### src/rtl/riscv_pkg.sv
// Shared types for the fetch path: buffered fetch entry, fetch-unit state and reset PC.
package riscv_pkg;

  localparam int XLEN = 32;
  localparam logic [XLEN-1:0] RESET_PC_DEFAULT = 32'h0000_0000;

  typedef struct packed {
    logic [XLEN-1:0] pc;
    logic [XLEN-1:0] instr;
  } fetch_entry_t;

  typedef enum logic [0:0] {
    IFU_FETCH = 1'b0,
    IFU_FAULT = 1'b1
  } ifu_state_e;

endpackage

### src/rtl/instruction_fetch_unit_fifo.sv
// fetch_fifo: small synchronous FIFO with push/pop/flush, registered storage and an occupancy count.
module fetch_fifo
  import riscv_pkg::*;
#(
  parameter int  DEPTH   = 2,
  parameter type entry_t = fetch_entry_t,
  localparam int PTR_W   = $clog2(DEPTH),
  localparam int CNT_W   = PTR_W + 1
) (
  input  logic             clk_i,
  input  logic             rst_ni,
  input  logic             push_i,
  input  entry_t           push_data_i,
  input  logic             pop_i,
  input  logic             flush_i,
  output entry_t           head_o,
  output logic             empty_o,
  output logic [CNT_W-1:0] count_o
);

  entry_t           mem_q [DEPTH];
  logic [PTR_W-1:0] wr_ptr_q;
  logic [PTR_W-1:0] rd_ptr_q;
  logic [CNT_W-1:0] count_q;
  logic             full;
  logic             do_push;
  logic             do_pop;

  assign empty_o = (count_q == '0);
  assign full    = (count_q == CNT_W'(DEPTH));
  assign do_pop  = pop_i & ~empty_o;
  assign do_push = push_i & (~full | do_pop);
  assign head_o  = mem_q[rd_ptr_q];
  assign count_o = count_q;

  // NOTE: storage is reset too, so the head reads as zero out of reset; sequential state always uses <=.
  always_ff @(posedge clk_i or negedge rst_ni) begin
    if (!rst_ni) begin
      wr_ptr_q <= '0;
      rd_ptr_q <= '0;
      count_q  <= '0;
      for (int i = 0; i < DEPTH; i++) begin
        mem_q[i] <= '0;
      end
    end else if (flush_i) begin
      wr_ptr_q <= '0;
      rd_ptr_q <= '0;
      count_q  <= '0;
    end else begin
      if (do_push) begin
        mem_q[wr_ptr_q] <= push_data_i;
        wr_ptr_q        <= wr_ptr_q + PTR_W'(1);
      end
      if (do_pop) begin
        rd_ptr_q <= rd_ptr_q + PTR_W'(1);
      end
      case ({do_push, do_pop})
        2'b10:   count_q <= count_q + CNT_W'(1);
        2'b01:   count_q <= count_q - CNT_W'(1);
        default: count_q <= count_q;
      endcase
    end
  end

endmodule

### src/rtl/instruction_fetch_unit.sv
// Instruction fetch unit: PC, one-deep in-flight request tracking, fault FSM and decode-side buffer.
// Optional feature macro: IFU_PERF_COUNTERS_EN adds perf_fetched_o / perf_stall_o counters.
module instruction_fetch_unit
  import riscv_pkg::*;
#(
  parameter int                    ADDR_WIDTH = 32,
  parameter int                    DATA_WIDTH = 32,
  parameter logic [ADDR_WIDTH-1:0] RESET_PC   = ADDR_WIDTH'(RESET_PC_DEFAULT),
  parameter int                    FIFO_DEPTH = 2
) (
  input  logic                  clk_i,
  input  logic                  rst_ni,
  output logic [ADDR_WIDTH-1:0] imem_addr_o,
  output logic                  imem_req_o,
  input  logic [DATA_WIDTH-1:0] imem_data_i,
  input  logic                  imem_valid_i,
  input  logic                  redirect_i,
  input  logic [ADDR_WIDTH-1:0] redirect_pc_i,
  output logic                  instr_valid_o,
  input  logic                  instr_ready_i,
  output logic [DATA_WIDTH-1:0] instr_o,
  output logic [ADDR_WIDTH-1:0] instr_pc_o,
  output logic                  fault_o,
  output logic [ADDR_WIDTH-1:0] fault_pc_o
`ifdef IFU_PERF_COUNTERS_EN
  ,
  output logic [31:0]           perf_fetched_o,
  output logic [31:0]           perf_stall_o
`endif
);

  localparam int CNT_W = $clog2(FIFO_DEPTH) + 1;

  typedef struct packed {
    logic [ADDR_WIDTH-1:0] pc;
    logic [DATA_WIDTH-1:0] instr;
  } entry_t;

  ifu_state_e            state_q, state_d;
  logic [ADDR_WIDTH-1:0] pc_q;
  logic                  inflight_q;
  logic [ADDR_WIDTH-1:0] inflight_pc_q;
  logic                  fault_q;
  logic [ADDR_WIDTH-1:0] fault_pc_q;

  entry_t                push_entry;
  entry_t                head;
  logic                  fifo_empty;
  logic [CNT_W-1:0]      fifo_count;
  logic [CNT_W:0]        occupancy;
  logic                  pop;
  logic                  push;
  logic                  fault_evt;
  logic                  credit_ok;
  logic                  issue;

  // A redirect hides the head for one cycle so nothing is consumed from the stream being flushed.
  assign instr_valid_o = ~fifo_empty & ~redirect_i;
  assign pop           = instr_valid_o & instr_ready_i;
  assign push          = inflight_q & imem_valid_i & ~redirect_i;
  assign fault_evt     = inflight_q & ~imem_valid_i & ~redirect_i;

  // Count buffered plus in-flight entries so every response is guaranteed a free slot.
  assign occupancy = {1'b0, fifo_count} + {{CNT_W{1'b0}}, inflight_q};
  assign credit_ok = occupancy < ((CNT_W + 1)'(FIFO_DEPTH) + {{CNT_W{1'b0}}, pop});

  assign push_entry.pc    = inflight_pc_q;
  assign push_entry.instr = imem_data_i;

  // NOTE: every signal driven here gets a default first, so no latch can be inferred.
  always_comb begin
    state_d = state_q;
    issue   = 1'b0;
    case (state_q)
      IFU_FETCH: begin
        issue = credit_ok & ~redirect_i;
        if (fault_evt) begin
          state_d = IFU_FAULT;
        end
      end
      IFU_FAULT: begin
        state_d = IFU_FAULT;
      end
      default: begin
        state_d = IFU_FETCH;
      end
    endcase
    if (redirect_i) begin
      state_d = IFU_FETCH;
    end
  end

  always_ff @(posedge clk_i or negedge rst_ni) begin
    if (!rst_ni) begin
      state_q <= IFU_FETCH;
    end else begin
      state_q <= state_d;
    end
  end

  always_ff @(posedge clk_i or negedge rst_ni) begin
    if (!rst_ni) begin
      pc_q          <= RESET_PC;
      inflight_q    <= 1'b0;
      inflight_pc_q <= '0;
      fault_q       <= 1'b0;
      fault_pc_q    <= '0;
    end else if (redirect_i) begin
      pc_q       <= redirect_pc_i;
      inflight_q <= 1'b0;
      fault_q    <= 1'b0;
    end else begin
      inflight_q <= issue;
      if (issue) begin
        pc_q          <= pc_q + ADDR_WIDTH'(4);
        inflight_pc_q <= pc_q;
      end
      if (fault_evt) begin
        fault_q    <= 1'b1;
        fault_pc_q <= inflight_pc_q;
      end
    end
  end

  // Requests are masked while reset is asserted even though the FSM already sits in IFU_FETCH.
  assign imem_req_o  = issue & rst_ni;
  assign imem_addr_o = pc_q;
  assign fault_o     = fault_q;
  assign fault_pc_o  = fault_pc_q;
  assign instr_o     = head.instr;
  assign instr_pc_o  = head.pc;

  fetch_fifo #(
    .DEPTH   (FIFO_DEPTH),
    .entry_t (entry_t)
  ) u_fifo (
    .clk_i       (clk_i),
    .rst_ni      (rst_ni),
    .push_i      (push),
    .push_data_i (push_entry),
    .pop_i       (pop),
    .flush_i     (redirect_i),
    .head_o      (head),
    .empty_o     (fifo_empty),
    .count_o     (fifo_count)
  );

`ifdef IFU_PERF_COUNTERS_EN
  logic [31:0] perf_fetched_q;
  logic [31:0] perf_stall_q;

  always_ff @(posedge clk_i or negedge rst_ni) begin
    if (!rst_ni) begin
      perf_fetched_q <= '0;
      perf_stall_q   <= '0;
    end else begin
      if (pop) begin
        perf_fetched_q <= perf_fetched_q + 32'd1;
      end
      if ((state_q == IFU_FETCH) && ~redirect_i && ~credit_ok) begin
        perf_stall_q <= perf_stall_q + 32'd1;
      end
    end
  end

  assign perf_fetched_o = perf_fetched_q;
  assign perf_stall_o   = perf_stall_q;
`endif

endmodule

### config.mk
export PLATFORM = sky130hd
export DESIGN_NAME = instruction_fetch_unit
export DESIGN_NICKNAME = d
export VERILOG_FILES = /design/src/rtl/riscv_pkg.sv /design/src/rtl/instruction_fetch_unit_fifo.sv /design/src/rtl/instruction_fetch_unit.sv
export SDC_FILE = /design/constraint.sdc
export NUM_CORES = 1
export LEC_CHECK = 0
export CAP_MARGIN = 30
export CORE_MARGIN = 2
export CORE_UTILIZATION = 25
export DETAILED_ROUTE_END_ITERATION = 8
export HOLD_SLACK_MARGIN = 0.1
export PLACE_DENSITY = 0.46
export SLEW_MARGIN = 0
export SYNTH_ARGS = -nofsm -noshare
export SYNTH_HDL_FRONTEND = slang
export SYNTH_SLANG_ARGS = --single-unit
### constraint.sdc
create_clock -name clk_i -period 4.7 [get_ports clk_i]
set_input_delay 1.41 -clock clk_i [delete_from_list [all_inputs] [get_ports clk_i]]
set_output_delay 1.41 -clock clk_i [all_outputs]
set_load 0.005 [all_outputs]
==> out/qor.yml <==
design_area_sq_um: 13900
crit_required_ns: 3.29
fill_cells: 3939
synth-edff-count: 0
numClockSinks: 231
clk_latency_ns: 0.56
final_layout_size_suffix_gt1_frac: 0.354
ff2ff_path_depth: 7
r2r-end: "imem_addr_o[28]$_DFFE_PN0P_"
path_cells: "clkdlybuf4s50_1 -> o21ai_2 -> o21ai_2 -> nand2_1 -> nor2_4 -> and2_1 -> clkdlybuf4s50_1"
drt-vias-per-instance: 4.39
pre_cts_ws_ns: 0.0971
cts_buffers: 29
crit-reg2reg-launch: "u_fifo.count_o[0]$_DFFE_PN0P_"
grt_pass1_vias: 6965
whs_path_depth: 1
place.gp.congestion: 0.710
die_w_um: 206
leakage_nw: 5.77
ys_seq_area_frac: 0.569
outcome: "completed"
routedWlPerCell_um: 18.8
finalSetupViolations: 0
crit_path_end_kind: "output pin"
final_max_slew_viol_count: 0
synth_ff_type: "dfrtp_1"
cts_tree: "yes"
hold_viol_final: 0
netlist_area_sq_um: 10200
crit_path_start_kind: "input pin"
postRouteWirelength_mm: 28.0
syn_inst: 730
io_pins: 200
nNetsFinal: 1012
multi_input_area_sq_um: 4190
totalNegativeSetupSlack_ns: 0
die_y_um: 206
grt_max_degree: 73
root_buffer: "clkbuf_16"
drc: 0
syn-num-nets: 802
rsz0062_at_grt: "no"
hold_buffers: 0
ys_ff_latch: 231
drtIter0Drc: 235
core-area_sq_um: 39900
skew_ns: 0.0163
ant_nets: 0
rows: 73
grtUsageTotal: 0.132
ys_top_cells_by_area: "dfrtp_1, mux2_2, xor2_1"
area_growth_pct: 36.5
powerDensity_nw_per_um2: 506
maxCapViolations: 0
synth_area_leader_cell: "dfrtp_1"
fin_crit_sh: 0.973
clk_pin_slew_worst_paths_ns: 0.05
r2r_slack_ns: 2.25
synthArstFlopShare: 1.00
post-cts-setup-buffers: 0
final_cells: 1487
hold_class: "register to register"
seq_area_sq_um: 5780
use_met3: 0.0244
critPathSlowestCell: "clkdlybuf4s50_1"
dpl.hpwl_mm: 18.4
vias: 6528
hold_end: "u_fifo.mem_q[23]$_DFFE_PN0P_"
path_class: "input pin to output pin"
crit_family: "buffers and inverters"
clockBufferDepth: 3
grt_overflow: 0
grt_use_met1: 0.177
dr.pass1.iters: 4
n_antenna_cell: 0
cts_resized: 0
synth.avg_cell_area_sq_um: 13.9
start_util: 0.255
tightest_slew_ns: 0.753
dpl_cell_area_sq_um: 12800
max_slew_margin: 0.498
grt.met2_usage: 0.218
layout_setup_ws_ns: 0.125
dieArea_sq_um: 42300
fmax_mhz: 219
worstPathMaxFanout: 6
antenna_found_initial: 0
htree_levels: 1
synth_cell_types: 46
grt_busiest_layer: "met2"
crit_buf_inv: 2
port_buffers: 199
grt_pass1_wl_mm: 42.5
min_period_ns: 4.57
synth_top_area_frac: 0.569
place_inst: 1432
final_util: 0.348
ir_drop_mv: 0.259
max_stage_delay_ns: 0.60
ys.warnings.count: 0
cp.arrival_ns: 3.16
min-delay-start: "u_fifo.mem_q[23]$_DFFE_PN0P_"
-- power breakdown --
| part | switching [W] | internal [W] |
|---|---|---|
| sequential | 0.000347 | 0.00255 |
| clock | 0.000865 | 0.00148 |
| combinational | 0.000551 | 0.00122 |
-- cells in the mapped netlist, types with 2 or more instances --
master    instances
mux2_2          259
ha_1              3
buf_4             8
buf_2            13
nor2_1           21
inv_1             5
nand2_1          35
nor4_2            2
xor2_1           20
nor4_1            3
nor3_1            4
and3_1            2
or3_1             2
clkbuf_1         17
o21ai_0          24
dfrtp_1         231
o21ai_2           2
and2_1            5
xnor2_1           8
nand4_1          23
a21oi_1           2
nand3_1          12
nor2b_1           3
mux2_1            4
-- layer usage --
layer  vias up  part of all wire
li1       3055                 -
met1      3306              0.45
met2       133              0.48
met3        34             0.048
met4         0             0.018
met5         -                 0
-- kinds of logic after synthesis --
group,share of synthesized area
DFF,0.569
xor gates and xnor gates,0.0241
adders and majority gates,0.00369
buffers and inverters,0.0204
muxes,0.292
AOI/OAI and AO/OA,0.0212
and+or+nand+nor,0.0697
-- worst max path at each step --
stage                       start    endpoint  depth (start not counted)
CTS                 instr_ready_i  imem_req_o                          7
detailed placement  instr_ready_i  imem_req_o                          7
global placement    instr_ready_i  imem_req_o                          7
global route        instr_ready_i  imem_req_o                          7
floorplan           instr_ready_i  imem_req_o                          6
finish              instr_ready_i  imem_req_o                          7
-- layout make-up --
class | count | share of cell area
timing repair buffer | 217 | 0.159
clock inverter | 9 | 0.0110
tap | 525 | 0.0474
sequential | 231 | 0.417
inverter | 5 | 0.00135
multi-input combinational | 456 | 0.302
clock buffer | 44 | 0.0621
-- state kept, by name, summed over array words and instances (netlist names) --
signal,flops
u_fifo.count_o,2
state_q,1
u_fifo.wr_ptr_q,1
imem_addr_o,32
u_fifo.rd_ptr_q,1
inflight_pc_q,32
u_fifo.mem_q,128
fault_o,1
fault_pc_o,32
inflight_q,1
-- worst reg2reg max path: cells and delay by family (launching register included) --
kind | cells | cell delay, ns
compound gates | 1 | 0.40
xor+xnor | 1 | 0.16
fa+ha+maj | 2 | 0.46
flops | 1 | 0.46
mux | 1 | 0.26
simple gates | 2 | 0.59
-- layout by cell type (no fill, tap or decap), types with 5 or more instances in the layout --
| cell | instances |
|---|---|
| clkbuf_8 | 8 |
| o21ai_0 | 24 |
| nand3_1 | 12 |
| clkbuf_1 | 7 |
| clkbuf_16 | 29 |
| nand2_1 | 35 |
| mux2_2 | 259 |
| buf_4 | 13 |
| xor2_1 | 20 |
| dfrtp_1 | 230 |
| clkdlybuf4s50_1 | 197 |
| nor2_1 | 21 |
| xnor2_1 | 8 |
| nand4_1 | 23 |
| inv_1 | 5 |
-- metrics by stage --
stage / hold WS (ns) / total power, W
2_1_floorplan: 0.459 / 0.00367
3_3_place_gp: 0.471 / 0.00471
3_5_place_dp: 0.478 / 0.00474
4_1_cts: 0.490 / 0.00716
5_1_grt: 0.506 / 0.00744
6_report: 0.485 / 0.00701
(Power assumes the default switching activity.)
